[src/rtl/memory_tester_pkg.sv]
// Shared encodings for the RAM self-test engine: pattern modes, FSM states
// and small helpers used by the top and the pattern generator.
package memory_tester_pkg;

    localparam int unsigned MODE_WIDTH  = 2;
    localparam int unsigned STATE_WIDTH = 3;
    localparam int unsigned DRAIN_WIDTH = 3;

    typedef enum logic [MODE_WIDTH-1:0] {
        MODE_ADDR   = 2'd0,
        MODE_NADDR  = 2'd1,
        MODE_CHECK  = 2'd2,
        MODE_NCHECK = 2'd3
    } mode_e;

    typedef enum logic [STATE_WIDTH-1:0] {
        ST_IDLE  = 3'd0,
        ST_WRITE = 3'd1,
        ST_READ  = 3'd2,
        ST_DRAIN = 3'd3,
        ST_DONE  = 3'd4
    } state_e;

    function automatic logic is_busy(input state_e s);
        return (s == ST_WRITE) || (s == ST_READ) || (s == ST_DRAIN);
    endfunction

    function automatic logic can_start(input state_e s);
        return (s == ST_IDLE) || (s == ST_DONE);
    endfunction

endpackage

[src/rtl/memory_pattern.sv]
// Combinational test-pattern generator: maps (mode, address) to the data word
// written to and expected back from the RAM.
module memory_pattern
    import memory_tester_pkg::*;
#(
    parameter int unsigned DATA_WIDTH = 8,
    parameter int unsigned ADDR_WIDTH = 10
) (
    input  logic [MODE_WIDTH-1:0] mode,
    input  logic [ADDR_WIDTH-1:0] addr,
    output logic [DATA_WIDTH-1:0] data
);

    localparam int unsigned HALF_WIDTH = DATA_WIDTH / 2;

    logic [DATA_WIDTH-1:0] addr_pat;
    logic [DATA_WIDTH-1:0] check_pat;

    always_comb begin
        addr_pat  = DATA_WIDTH'(addr);
        check_pat = addr[0] ? {HALF_WIDTH{2'b10}} : {HALF_WIDTH{2'b01}};
        data      = addr_pat;
        unique case (mode_e'(mode))
            MODE_ADDR:   data = addr_pat;
            MODE_NADDR:  data = ~addr_pat;
            MODE_CHECK:  data = check_pat;
            MODE_NCHECK: data = ~check_pat;
            default:     data = addr_pat;
        endcase
    end

endmodule

[src/rtl/memory_tester.sv]
// Block-RAM self-test engine: writes a pattern to every address, reads it all
// back through a latency-matched compare pipeline, and reports the results.
module memory_tester
    import memory_tester_pkg::*;
#(
    parameter int unsigned DATA_WIDTH   = 8,
    parameter int unsigned ADDR_WIDTH   = 10,
    parameter int unsigned READ_LATENCY = 2,
    parameter int unsigned ERR_WIDTH    = 16
) (
    input  logic                  clock,
    input  logic                  reset,
    input  logic                  start,
    input  logic [MODE_WIDTH-1:0] mode,
    output logic                  busy,
    output logic                  done,
    output logic                  pass,
    output logic [ERR_WIDTH-1:0]  error_count,
    output logic [ADDR_WIDTH-1:0] fail_addr,
    output logic [ADDR_WIDTH-1:0] ram_waddr,
    output logic [DATA_WIDTH-1:0] ram_wdata,
    output logic                  ram_write,
    output logic [ADDR_WIDTH-1:0] ram_raddr,
    output logic                  ram_read,
    input  logic [DATA_WIDTH-1:0] ram_rdata
);

    localparam logic [ADDR_WIDTH-1:0]  LAST_ADDR  = '1;
    localparam logic [DRAIN_WIDTH-1:0] LAST_DRAIN = DRAIN_WIDTH'(READ_LATENCY - 1);
    localparam logic [ERR_WIDTH-1:0]   ERR_MAX    = '1;

    state_e                  state;
    state_e                  state_next;
    logic                    accept;
    mode_e                   mode_q;
    mode_e                   mode_next;
    logic [ADDR_WIDTH-1:0]   cnt;
    logic [ADDR_WIDTH-1:0]   cnt_next;
    logic [DRAIN_WIDTH-1:0]  drain_cnt;
    logic [DRAIN_WIDTH-1:0]  drain_next;
    logic [ERR_WIDTH-1:0]    err_next;
    logic [ADDR_WIDTH-1:0]   fail_next;
    logic [DATA_WIDTH-1:0]   wr_pattern;
    logic [DATA_WIDTH-1:0]   cmp_pattern;

    // Read tracking pipeline, one stage per cycle of RAM read latency
    logic [READ_LATENCY-1:0] pipe_valid;
    logic [ADDR_WIDTH-1:0]   pipe_addr [READ_LATENCY];
    logic                    cmp_valid;
    logic [ADDR_WIDTH-1:0]   cmp_addr;

    assign cmp_valid = pipe_valid[READ_LATENCY-1];
    assign cmp_addr  = pipe_addr[READ_LATENCY-1];

    // Write data is computed for the next cycle so ram_wdata can be registered
    memory_pattern #(
        .DATA_WIDTH (DATA_WIDTH),
        .ADDR_WIDTH (ADDR_WIDTH)
    ) u_wr_pattern (
        .mode (mode_next),
        .addr (cnt_next),
        .data (wr_pattern)
    );

    memory_pattern #(
        .DATA_WIDTH (DATA_WIDTH),
        .ADDR_WIDTH (ADDR_WIDTH)
    ) u_cmp_pattern (
        .mode (mode_q),
        .addr (cmp_addr),
        .data (cmp_pattern)
    );

    always_ff @(posedge clock or posedge reset) begin
        if (reset) begin
            state <= ST_IDLE;
        end else begin
            state <= state_next;
        end
    end

    always_comb begin
        state_next = state;
        unique case (state)
            ST_IDLE:  if (start) state_next = ST_WRITE;
            ST_WRITE: if (cnt == LAST_ADDR) state_next = ST_READ;
            ST_READ:  if (cnt == LAST_ADDR) state_next = ST_DRAIN;
            ST_DRAIN: if (drain_cnt == LAST_DRAIN) state_next = ST_DONE;
            ST_DONE:  if (start) state_next = ST_WRITE;
            default:  state_next = ST_IDLE;
        endcase
    end

    // Next values of the counters, latched mode and result registers
    always_comb begin
        accept     = start && can_start(state);
        mode_next  = accept ? mode_e'(mode) : mode_q;
        cnt_next   = cnt;
        drain_next = drain_cnt;
        err_next   = error_count;
        fail_next  = fail_addr;

        if (accept) begin
            cnt_next   = '0;
            drain_next = '0;
        end else if ((state == ST_WRITE) || (state == ST_READ)) begin
            cnt_next = cnt + ADDR_WIDTH'(1);
        end else if (state == ST_DRAIN) begin
            drain_next = drain_cnt + DRAIN_WIDTH'(1);
        end

        if (accept) begin
            err_next  = '0;
            fail_next = '0;
        end else if (cmp_valid && (ram_rdata != cmp_pattern)) begin
            // A saturated counter never returns to zero, so zero marks the first miss
            if (error_count == '0) begin
                fail_next = cmp_addr;
            end
            if (error_count != ERR_MAX) begin
                err_next = error_count + ERR_WIDTH'(1);
            end
        end
    end

    always_ff @(posedge clock or posedge reset) begin
        if (reset) begin
            mode_q      <= MODE_ADDR;
            cnt         <= '0;
            drain_cnt   <= '0;
            busy        <= 1'b0;
            done        <= 1'b0;
            pass        <= 1'b0;
            error_count <= '0;
            fail_addr   <= '0;
            ram_waddr   <= '0;
            ram_wdata   <= '0;
            ram_write   <= 1'b0;
            ram_raddr   <= '0;
            ram_read    <= 1'b0;
        end else begin
            mode_q      <= mode_next;
            cnt         <= cnt_next;
            drain_cnt   <= drain_next;
            busy        <= is_busy(state_next);
            done        <= (state_next == ST_DONE);
            pass        <= (state_next == ST_DONE) && (err_next == '0);
            error_count <= err_next;
            fail_addr   <= fail_next;
            ram_waddr   <= cnt_next;
            ram_wdata   <= wr_pattern;
            ram_write   <= (state_next == ST_WRITE);
            ram_raddr   <= cnt_next;
            ram_read    <= (state_next == ST_READ);
        end
    end

    always_ff @(posedge clock or posedge reset) begin
        if (reset) begin
            pipe_valid <= '0;
            for (int unsigned i = 0; i < READ_LATENCY; i++) begin
                pipe_addr[i] <= '0;
            end
        end else begin
            pipe_valid[0] <= ram_read;
            pipe_addr[0]  <= ram_raddr;
            for (int unsigned i = 1; i < READ_LATENCY; i++) begin
                pipe_valid[i] <= pipe_valid[i-1];
                pipe_addr[i]  <= pipe_addr[i-1];
            end
        end
    end

endmodule

[config.mk]
export PLATFORM = sky130hd
export DESIGN_NAME = memory_tester
export DESIGN_NICKNAME = d
export VERILOG_FILES = /design/src/rtl/memory_tester_pkg.sv /design/src/rtl/memory_pattern.sv /design/src/rtl/memory_tester.sv
export SDC_FILE = /design/constraint.sdc
export NUM_CORES = 1
export LEC_CHECK = 0
export ABC_AREA = 1
export CAP_MARGIN = 20
export CORE_MARGIN = 5
export CORE_UTILIZATION = 57
export DETAILED_ROUTE_END_ITERATION = 8
export PLACE_DENSITY = 0.86
export SETUP_SLACK_MARGIN = 0.3
export SYNTH_ARGS = -nofsm -noshare
export SYNTH_HDL_FRONTEND = slang
export SYNTH_SLANG_ARGS = --single-unit
[constraint.sdc]
create_clock -name clock -period 4.7 [get_ports clock]
set_input_delay 0.47 -clock clock [delete_from_list [all_inputs] [get_ports clock]]
set_output_delay 0.47 -clock clock [all_outputs]
set_load 0.02 [all_outputs]
==> results of run 1 <==
final timing paths:
kind                                              start                   endpoint  slack (ns)  cells past startpoint
min in group clock              pipe_addr[13]$_DFF_PP0_      cmp_addr[3]$_DFF_PP0_        0.35                      0
worst min register to register  pipe_addr[13]$_DFF_PP0_      cmp_addr[3]$_DFF_PP0_        0.35                      0
max in group asynchronous                         reset  error_count[15]$_DFF_PP0_        3.45                      4
worst max register to register      mode_q[1]$_DFF_PP0_             pass$_DFF_PP0_        2.03                     19
worst min-delay path                              reset      cmp_addr[4]$_DFF_PP0_        0.33                      2
worst max-delay path                mode_q[1]$_DFF_PP0_             pass$_DFF_PP0_        2.03                     19
flip-flops by register name (all words and copies together) (netlist names), 2 cells and up:
| register | flops |
|---|---|
| pipe_addr | 10 |
| pipe_valid | 2 |
| cnt | 10 |
| ram_wdata | 8 |
| fail_addr | 10 |
| drain_cnt | 3 |
| error_count | 16 |
| state | 3 |
| cmp_addr | 10 |
| mode_q | 2 |
routing by layer:
layer	up-vias	track usage, %
li1	1699	-
met3	20	3.30
met4	0	9.03
met5	-	0
met1	1635	31.3
met2	138	39.0
layout by cell type, fill, tap and decap left out, types with 13 or more instances in the layout:
cell / synthesis / layout
a21oi_1: 14 / 14
clkdlybuf4s50_1: 0 / 71
dfrtp_1: 79 / 79
inv_1: 89 / 88
nand2_1: 107 / 107
nand3_1: 50 / 50
nand4_1: 14 / 14
nor2_1: 35 / 35
nor3_1: 13 / 13
synthesized netlist by cell type, types with 2 or more instances:
cell type  number
o21a_1          2
nor3_2          2
a22o_1         10
nand2_2         2
o31ai_1         2
dfrtp_1        79
buf_4          10
xor2_1          5
nor2_2          4
o21ai_1         7
nand3_1        50
o21ai_0        10
clkbuf_1        2
ha_1            5
nor3_1         13
nand2_1       107
nor4_1          3
nand4_1        14
inv_2           7
clkinv_1        2
inv_1          89
a31oi_1         2
nor2_1         35
a21oi_1        14
cells by family (layout without fill, tap and decap cells):
group | Yosys count | after routing | synth area share, %
adders and majority gates | 5 | 5 | 1.57
DFF | 79 | 79 | 49.7
AOI/OAI and AO/OA | 53 | 53 | 8.55
xor gates and xnor gates | 6 | 6 | 1.32
and+or+nand+nor | 235 | 235 | 27.1
buffers and inverters | 113 | 188 | 11.8
final cells by class:
cell class | count | area (um2) | area share [%]
Tap cell | 96 | 120 | 2.43
Clock buffer | 10 | 138 | 2.78
Sequential cell | 79 | 1980 | 40.0
Clock inverter | 6 | 68.8 | 1.39
Timing Repair Buffer | 73 | 738 | 14.9
Multi-Input combinational cell | 299 | 1530 | 31.0
Inverter | 99 | 373 | 7.54
power by group through the flow:
stage / clock network (mW) / logic [mW] / registers (mW)
2_1_floorplan: 0 / 0.468 / 1.02
4_1_cts: 0.526 / 0.838 / 0.948
5_1_grt: 0.553 / 0.928 / 0.968
3_3_place_gp: 0 / 0.808 / 0.951
3_5_place_dp: 0 / 0.833 / 0.961
6_report: 0.516 / 0.836 / 0.949
worst max-delay path: cells and delay by family (launching register included):
| kind | cells | cell delay (ns) |
|---|---|---|
| simple gates | 16 | 1.98 |
| flops | 1 | 0.45 |
| buf+inv | 3 | 0.17 |
stage by stage:
step / cell area [um2] / util [%] / std cells / hold slack (ns) / worst slack, ns
2_1_floorplan: 3980 / - / 491 / 0.331 / 2.21
3_3_place_gp: 4720 / 69.5 / 645 / 0.333 / 1.89
3_5_place_dp: 4720 / 69.5 / 645 / 0.335 / 1.80
4_1_cts: 4930 / 72.5 / 661 / 0.353 / 2.05
5_1_grt: 4950 / 72.8 / 662 / 0.341 / 1.63
6_report: 4950 / 72.8 / 662 / 0.329 / 2.03
==> impl_metrics.json, run 1 <==
{
  "outcome": "finished clean",
  "cp-end-kind": "flip-flop",
  "max_cap_viol_count": 0,
  "pwr-share-seq_pct": 41.2,
  "antenna_found_initial": 0,
  "synth-main-ff-cell": "dfrtp_1",
  "start_util_pct": 58.6,
  "intPower_mw": 1.43,
  "finalCritPeriodShare_pct": 56.8,
  "cts-htree-levels": 3,
  "synth_nets": 509,
  "synth.distinct_cells": 39,
  "grt_use_total_pct": 23.5,
  "first_pass_iters": 5,
  "cts_tree": "built",
  "worst_pin_slew_ns": 0.789,
  "syn2layout_area_growth_pct": 24.3,
  "netlist.area_leader.share_pct": 49.7,
  "vias": 3492,
  "fill_cells": 517,
  "async_flop_share_pct": 100,
  "synth.area.top_cells": "dfrtp_1, nand2_1, inv_1",
  "io_buffer_count": 71,
  "cpPeakStageDelay_ns": 0.48,
  "skew_ns": 0.00775,
  "hold_class": "primary input to async pin",
  "cts_resized": 0,
  "clk_pin_slew_ns": 0.08,
  "drt-met1-wl_mm": 4.11,
  "cts.path.max_buffers": 2,
  "crit_fanout": 20,
  "cts_buffers": 9,
  "drtAntennaViolNets": 0,
  "grt_start_max_net_pins": 50,
  "die-area_mm2": 0.00876,
  "syn_area_per_cell_um2": 8.11,
  "switching_power_mw": 0.875,
  "clock-sinks": 79,
  "fin_crit_ns": 2.67,
  "wirelength_mm": 9.50,
  "clk_latency_ns": 0.34,
  "post_cts_buffers": 0,
  "route.met2.wl_mm": 4.58,
  "total_power_mw": 2.30,
  "grt_overflow": 0,
  "drv_slew": 0,
  "fin_setup_tns_ns": 0,
  "synth_top_area_cell": "dfrtp_1",
  "num_rows": 30,
  "ys_seq_elements": 79,
  "cpMostUsedCell": "nand2_1",
  "fmax_ghz": 0.375,
  "die_w_um": 93.6,
  "slowest_stage": "nand2_1",
  "chipHeight_um": 93.6,
  "cp_data_arrival_time_ns": 2.95,
  "slew_headroom_pct": 47.3,
  "required_ns": 4.98,
  "wl_per_cell_um": 14.4,
  "drive_gt1_share_pct": 7.24,
  "top_layer_used": "met4",
  "startpoint_type": "flip-flop",
  "p_sw_share_pct": 38.0,
  "syn_inst": 491,
  "io_pins": 72,
  "p_clk_share_pct": 22.4,
  "grt_pass1_vias": 3432,
  "drc": 0,
  "n_antenna_cell": 0,
  "yosysWarnings": 0,
  "seq_area_frac_synth_pct": 49.7,
  "drtIter0Drc": 291,
  "powerDensity_mw_per_mm2": 465,
  "hold_violations": 0,
  "path_cells": "nor2_2 -> nor2_1 -> inv_1 -> nand2_1 -> nand2_1 -> nand2_1 -> inv_1 -> nand2_1 -> nor2_1 -> nand2_1 -> nand2_8 -> nand2_1 -> nand3_1 -> nand2_1 -> inv_1 -> nand2_1 -> nor2_1 -> nand2_1 -> nor2_1",
  "gp_congestion": 0.961,
  "finalSetupViolCount": 0,
  "synth_edf_count": 0,
  "p_leak_nw": 2.50,
  "layout.nets": 579,
  "wl_met3_um": 598,
  "ir_drop_mv": 0.430,
  "pwr-share-comb_pct": 36.3,
  "postCtsHoldBufs": 0,
  "rsz0062_at_grt": "no",
  "viasPerCell": 5.27,
  "grt_pass1_wl_mm": 16.1,
  "root_buffer": "clkbuf_8",
  "syn-cell-area_mm2": 0.00398,
  "core_mm2": 0.00679,
  "critPathKind": "flip-flop to flip-flop",
  "hpwlAfterDp_mm": 7.11
}
Power figures use the tool's default switching activity.
==> inputs of run 2 (changes only) <==
- CORE_UTILIZATION: 57 -> 53
- PLACE_DENSITY: 0.86 -> 0.81
- clock period: 4.7 -> 2.6 ns (I/O delays scaled with it)
==> impl_metrics.json, run 2 (synthesis gave the netlist of run 1 again) <==
{
  "outcome": "finished clean",
  "io_pins": 72,
  "core_mm2": 0.00729,
  "syn2layout_area_growth_pct": 33.1,
  "wl_per_cell_um": 15.7,
  "required_ns": 2.84,
  "fmax_ghz": 0.429,
  "rsz0062_at_grt": "yes",
  "clk_latency_ns": 0.35,
  "grt_pass1_vias": 3392,
  "hold_violations": 0,
  "pre_cts_ws_ns": 0.207,
  "io_buffer_count": 71,
  "postCtsHoldBufs": 0,
  "worst_pin_slew_ns": 0.432,
  "multi_input_area_mm2": 0.00174,
  "grt_use_total_pct": 21.7,
  "hpwlAfterDp_mm": 7.47,
  "skew_ns": 0.00713,
  "fin_area_mm2": 0.00530,
  "gp_congestion": 0.926,
  "viasPerCell": 5.33,
  "cts-htree-levels": 3,
  "num_rows": 31,
  "antenna_found_initial": 0,
  "die-area_mm2": 0.00935,
  "grt_overflow": 0,
  "chipHeight_um": 96.7,
  "drc": 0,
  "drtIter0Drc": 281,
  "start_util_pct": 54.6,
  "post_dp_cell_area_mm2": 0.00479,
  "fin_crit_ns": 2.33,
  "drive_gt1_share_pct": 15.8,
  "final_cell_mix": "nand2_1, inv_1, dfrtp_1",
  "vias": 3624,
  "critPathKind": "flip-flop to flip-flop",
  "fin_setup_tns_ns": 0,
  "final_common_cell": "nand2_1",
  "clk_pin_slew_ns": 0.08,
  "fill_cells": 571,
  "r2r_cells": 15,
  "root_buffer": "clkbuf_8",
  "final.setup.worst_slack_ns": 0.271,
  "powerDensity_mw_per_mm2": 803,
  "dp_cells": 654,
  "startpoint_type": "flip-flop",
  "wirelength_mm": 10.7,
  "p_leak_nw": 2.61,
  "n_antenna_cell": 0,
  "drtAntennaViolNets": 0,
  "finalCritPeriodShare_pct": 89.6,
  "slew_headroom_pct": 71.1,
  "cts_tree": "built",
  "seqCellArea_mm2": 0.00198,
  "cp_data_arrival_time_ns": 2.57,
  "largest_register_ffs": 16,
  "first_pass_iters": 5,
  "ir_drop_mv": 0.746,
  "die_w_um": 96.7,
  "hold_class": "primary input to async pin",
  "cp-end-kind": "flip-flop",
  "cts_buffers": 9,
  "fin_cells": 680,
  "clock-sinks": 79,
  "max_cap_viol_count": 0,
  "finalSetupViolCount": 0,
  "grt_pass1_wl_mm": 16.6,
  "drv_slew": 0,
  "grt_start_max_net_pins": 42,
  "top_register": "error_count",
  "crit_fanout": 6,
  "utilization_pct": 72.6,
  "cts.path.max_buffers": 2,
  "layout.nets": 594
}
run 2: changes by cell type in the layout (fill, tap and decap cells not counted), moves of 5 or more:
cell     previous run  this run
nand3_1            50        39
buf_4               1        11
nand3_2             0        10
nand2_1           107        98
nand2_2             2         9
nor2_1             35        28
nor2_4              1         6
run 2: stage by stage:
stage                     hold slack (ns)  power [mW]
after floorplan                     0.331        2.68
after global placement              0.332        3.20
after detailed placement            0.335        3.26
after CTS                           0.216        4.18
after global routing                0.245        4.52
final                               0.223        4.25
run 2: critical path: stages, from the launching register on:
cell and delay, ns:
dfrtp_1 0.41, ha_4 0.19, nand3_4 0.10, nor2_4 0.13, nand3_2 0.11, nor2_4 0.18
nand2_4 0.08, o21ai_4 0.32, inv_2 0.11, buf_6 0.14, nand3_1 0.10, nand3_2 0.11
nand2_1 0.10, nor3_2 0.04, nand2_1 0.06, nor2_1 0.04
run 2: per-layer routing:
metal / vias to the layer above / part of all wire [%] / global-route usage (%)
li1: 1732 / - / -
met1: 1695 / 41 / 29.1
met2: 177 / 50 / 34.9
met3: 20 / 7.2 / 4.68
met4: 0 / 1.7 / 7.67
met5: - / 0 / 0
run 2: where the power goes:
part	internal, mW	switching (mW)	leakage [nW]
sequential	1.49	0.242	1.02
combinational	0.662	0.948	1.50
clock	0.445	0.467	0.0956
total	2.59	1.66	2.61
run 2: layout make-up:
type / count / area share, %
Timing Repair Buffer: 87 / 16.8
Inverter: 99 / 7.04
Multi-Input combinational cell: 300 / 32.8
Clock inverter: 7 / 1.37
Sequential cell: 79 / 37.4
Clock buffer: 9 / 2.34
Tap cell: 99 / 2.34
run 2: worst paths after layout:
check / startpoint / to / slack [ns]
max: error_count[1]$_DFF_PP0_ / pass$_DFF_PP0_ / 0.27
min: reset / busy$_DFF_PP0_ / 0.22
max reg2reg: error_count[1]$_DFF_PP0_ / pass$_DFF_PP0_ / 0.27
min reg2reg: pipe_valid[0]$_DFF_PP0_ / pipe_valid[1]$_DFF_PP0_ / 0.35
max in group asynchronous: reset / error_count[9]$_DFF_PP0_ / 1.74
min in group clock: pipe_valid[0]$_DFF_PP0_ / pipe_valid[1]$_DFF_PP0_ / 0.35
run 2: what timing repair did:
| action | in CTS | in global routing |
|---|---|---|
| endpoints found under the hold margin | 0 | 0 |
| pin swaps | 0 | 14 |
| gates resized for setup | 3 | 45 |
| gates cloned | 0 | 2 |
| endpoints found under the setup margin | 2 | 21 |
| buffers inserted | 0 | 8 |
==> inputs of run 3 (changes only) <==
- CTS_CLUSTER_SIZE: not set -> 24
- REMOVE_ABC_BUFFERS: not set -> 1
==> impl_metrics.json, run 3 (synthesis gave the netlist of run 1 again) <==
{
  "rsz0062_at_grt": "yes",
  "io_pins": 72,
  "holdWs_ns": 0.352,
  "cp-end-kind": "flip-flop",
  "top_register": "error_count",
  "die_w_um": 96.7,
  "drv_slew": 0,
  "fin_crit_ns": 2.30,
  "hpwlAfterDp_mm": 7.09,
  "crit_fanout": 6,
  "slew_headroom_pct": 45.4,
  "viasPerCell": 5.32,
  "required_ns": 2.87,
  "skew_ns": 0.00960,
  "start_util_pct": 54.6,
  "powerDensity_mw_per_mm2": 798,
  "fin_area_mm2": 0.00521,
  "drtIter0Drc": 294,
  "cts_tree": "built",
  "core_mm2": 0.00729,
  "io_buffer_count": 71,
  "cts.path.max_buffers": 2,
  "grt_overflow": 0,
  "startpoint_type": "flip-flop",
  "n_antenna_cell": 0,
  "clk_pin_slew_ns": 0.08,
  "grt_pass1_wl_mm": 15.6,
  "drtAntennaViolNets": 0,
  "hold_class": "flip-flop to flip-flop",
  "layout.nets": 593,
  "cts_buffers": 9,
  "cp_data_arrival_time_ns": 2.58,
  "ir_drop_mv": 0.753,
  "final_cell_mix": "nand2_1, inv_1, dfrtp_1",
  "chipHeight_um": 96.7,
  "finalCritPeriodShare_pct": 88.6,
  "wirelength_mm": 9.81,
  "p_leak_nw": 2.60,
  "grt_use_total_pct": 20.3,
  "fin_setup_tns_ns": 0,
  "antenna_found_initial": 0,
  "vias": 3612,
  "syn2layout_area_growth_pct": 30.8,
  "gp_congestion": 0.966,
  "hold_violations": 0,
  "postCtsHoldBufs": 0,
  "grt_pass1_vias": 3339,
  "clock-sinks": 79,
  "cts-htree-levels": 3,
  "final_common_cell": "nand2_1",
  "clk_latency_ns": 0.34,
  "largest_register_ffs": 16,
  "wl_per_cell_um": 14.4,
  "max_cap_viol_count": 0,
  "root_buffer": "clkbuf_8",
  "fmax_ghz": 0.434,
  "critPathKind": "flip-flop to flip-flop",
  "grt_start_max_net_pins": 39,
  "outcome": "finished clean",
  "num_rows": 31,
  "drive_gt1_share_pct": 12.9,
  "first_pass_iters": 5,
  "finalSetupViolCount": 0,
  "die-area_mm2": 0.00935,
  "post_dp_cell_area_mm2": 0.00480,
  "drc": 0,
  "worst_pin_slew_ns": 0.818
}
## run 3: cell types whose count changed in the layout (fill, tap and decap cells not counted), sizes merged
| cell | previous run | this run |
|---|---|---|
| clkbuf | 10 | 15 |
| clkinv | 6 | 3 |
| buf | 15 | 13 |
| bufinv | 1 | 0 |
| clkinvlp | 2 | 1 |
| inv | 97 | 98 |
## run 3: where the power goes
part	internal, mW	leakage [nW]	total (mW)	switching, mW
clock	0.405	0.0902	0.837	0.432
combinational	0.675	1.49	1.61	0.930
sequential	1.49	1.02	1.71	0.225
total	2.57	2.60	4.16	1.59
## run 3: worst paths after layout
path / from / endpoint / slack (ns) / cells after the start
max in group asynchronous: reset / cmp_addr[8]$_DFF_PP0_ / 1.53 / 3
worst max register to register: error_count[1]$_DFF_PP0_ / pass$_DFF_PP0_ / 0.30 / 15
worst max-delay path: error_count[1]$_DFF_PP0_ / pass$_DFF_PP0_ / 0.30 / 15
worst min-delay path: pipe_addr[12]$_DFF_PP0_ / cmp_addr[2]$_DFF_PP0_ / 0.35 / 0
min in group asynchronous: reset / done$_DFF_PP0_ / 0.40 / 2
worst min register to register: pipe_addr[12]$_DFF_PP0_ / cmp_addr[2]$_DFF_PP0_ / 0.35 / 0
## run 3: critical path, stage by stage (launching register included)
cell     delay (ns)
dfrtp_1        0.42
ha_4           0.17
nand3_1        0.12
nor2_1         0.15
nand3_2        0.13
nor2_4         0.13
nand2_2        0.09
o21ai_4        0.25
inv_2          0.11
nand2_2        0.09
nand2_1        0.06
nand3_2        0.06
nand2_1        0.07
nor3_2         0.21
nand2_1        0.08
nor2_1         0.09
## run 3: final cells by class
class,count,area [um2]
Clock buffer,13,159
Clock inverter,3,25.0
Fill cell,576,2080
Inverter,99,374
Multi-Input combinational cell,300,1650
Sequential cell,79,1980
Tap cell,99,124
Timing Repair Buffer,86,896
## run 3: metal layers
metal | vias to the layer above | wire length, um | global-route usage, %
met2 | 160 | 4700 | 31.7
li1 | 1725 | - | -
met3 | 31 | 645 | 4.82
met1 | 1696 | 4180 | 26.9
met5 | - | 0 | 0
met4 | 0 | 286 | 8.64
## run 3: stage by stage
stage          util, %  power [mW]  instances  worst slack [ns]
2_1_floorplan        -        2.60        477             0.317
3_3_place_gp      65.9        3.20        657             0.231
3_5_place_dp      65.9        3.24        657             0.186
4_1_cts           68.8        4.09        673             0.302
5_1_grt           71.4        4.42        679             0.189
6_report          71.4        4.16        679             0.296
## run 3: what timing repair did
action | in CTS | in global routing
buffers inserted | 0 | 3
endpoints found under the setup margin | 1 | 19
endpoints found under the hold margin | 0 | 0
cloned | 0 | 3
pin swaps | 0 | 9
resized for setup | 6 | 26
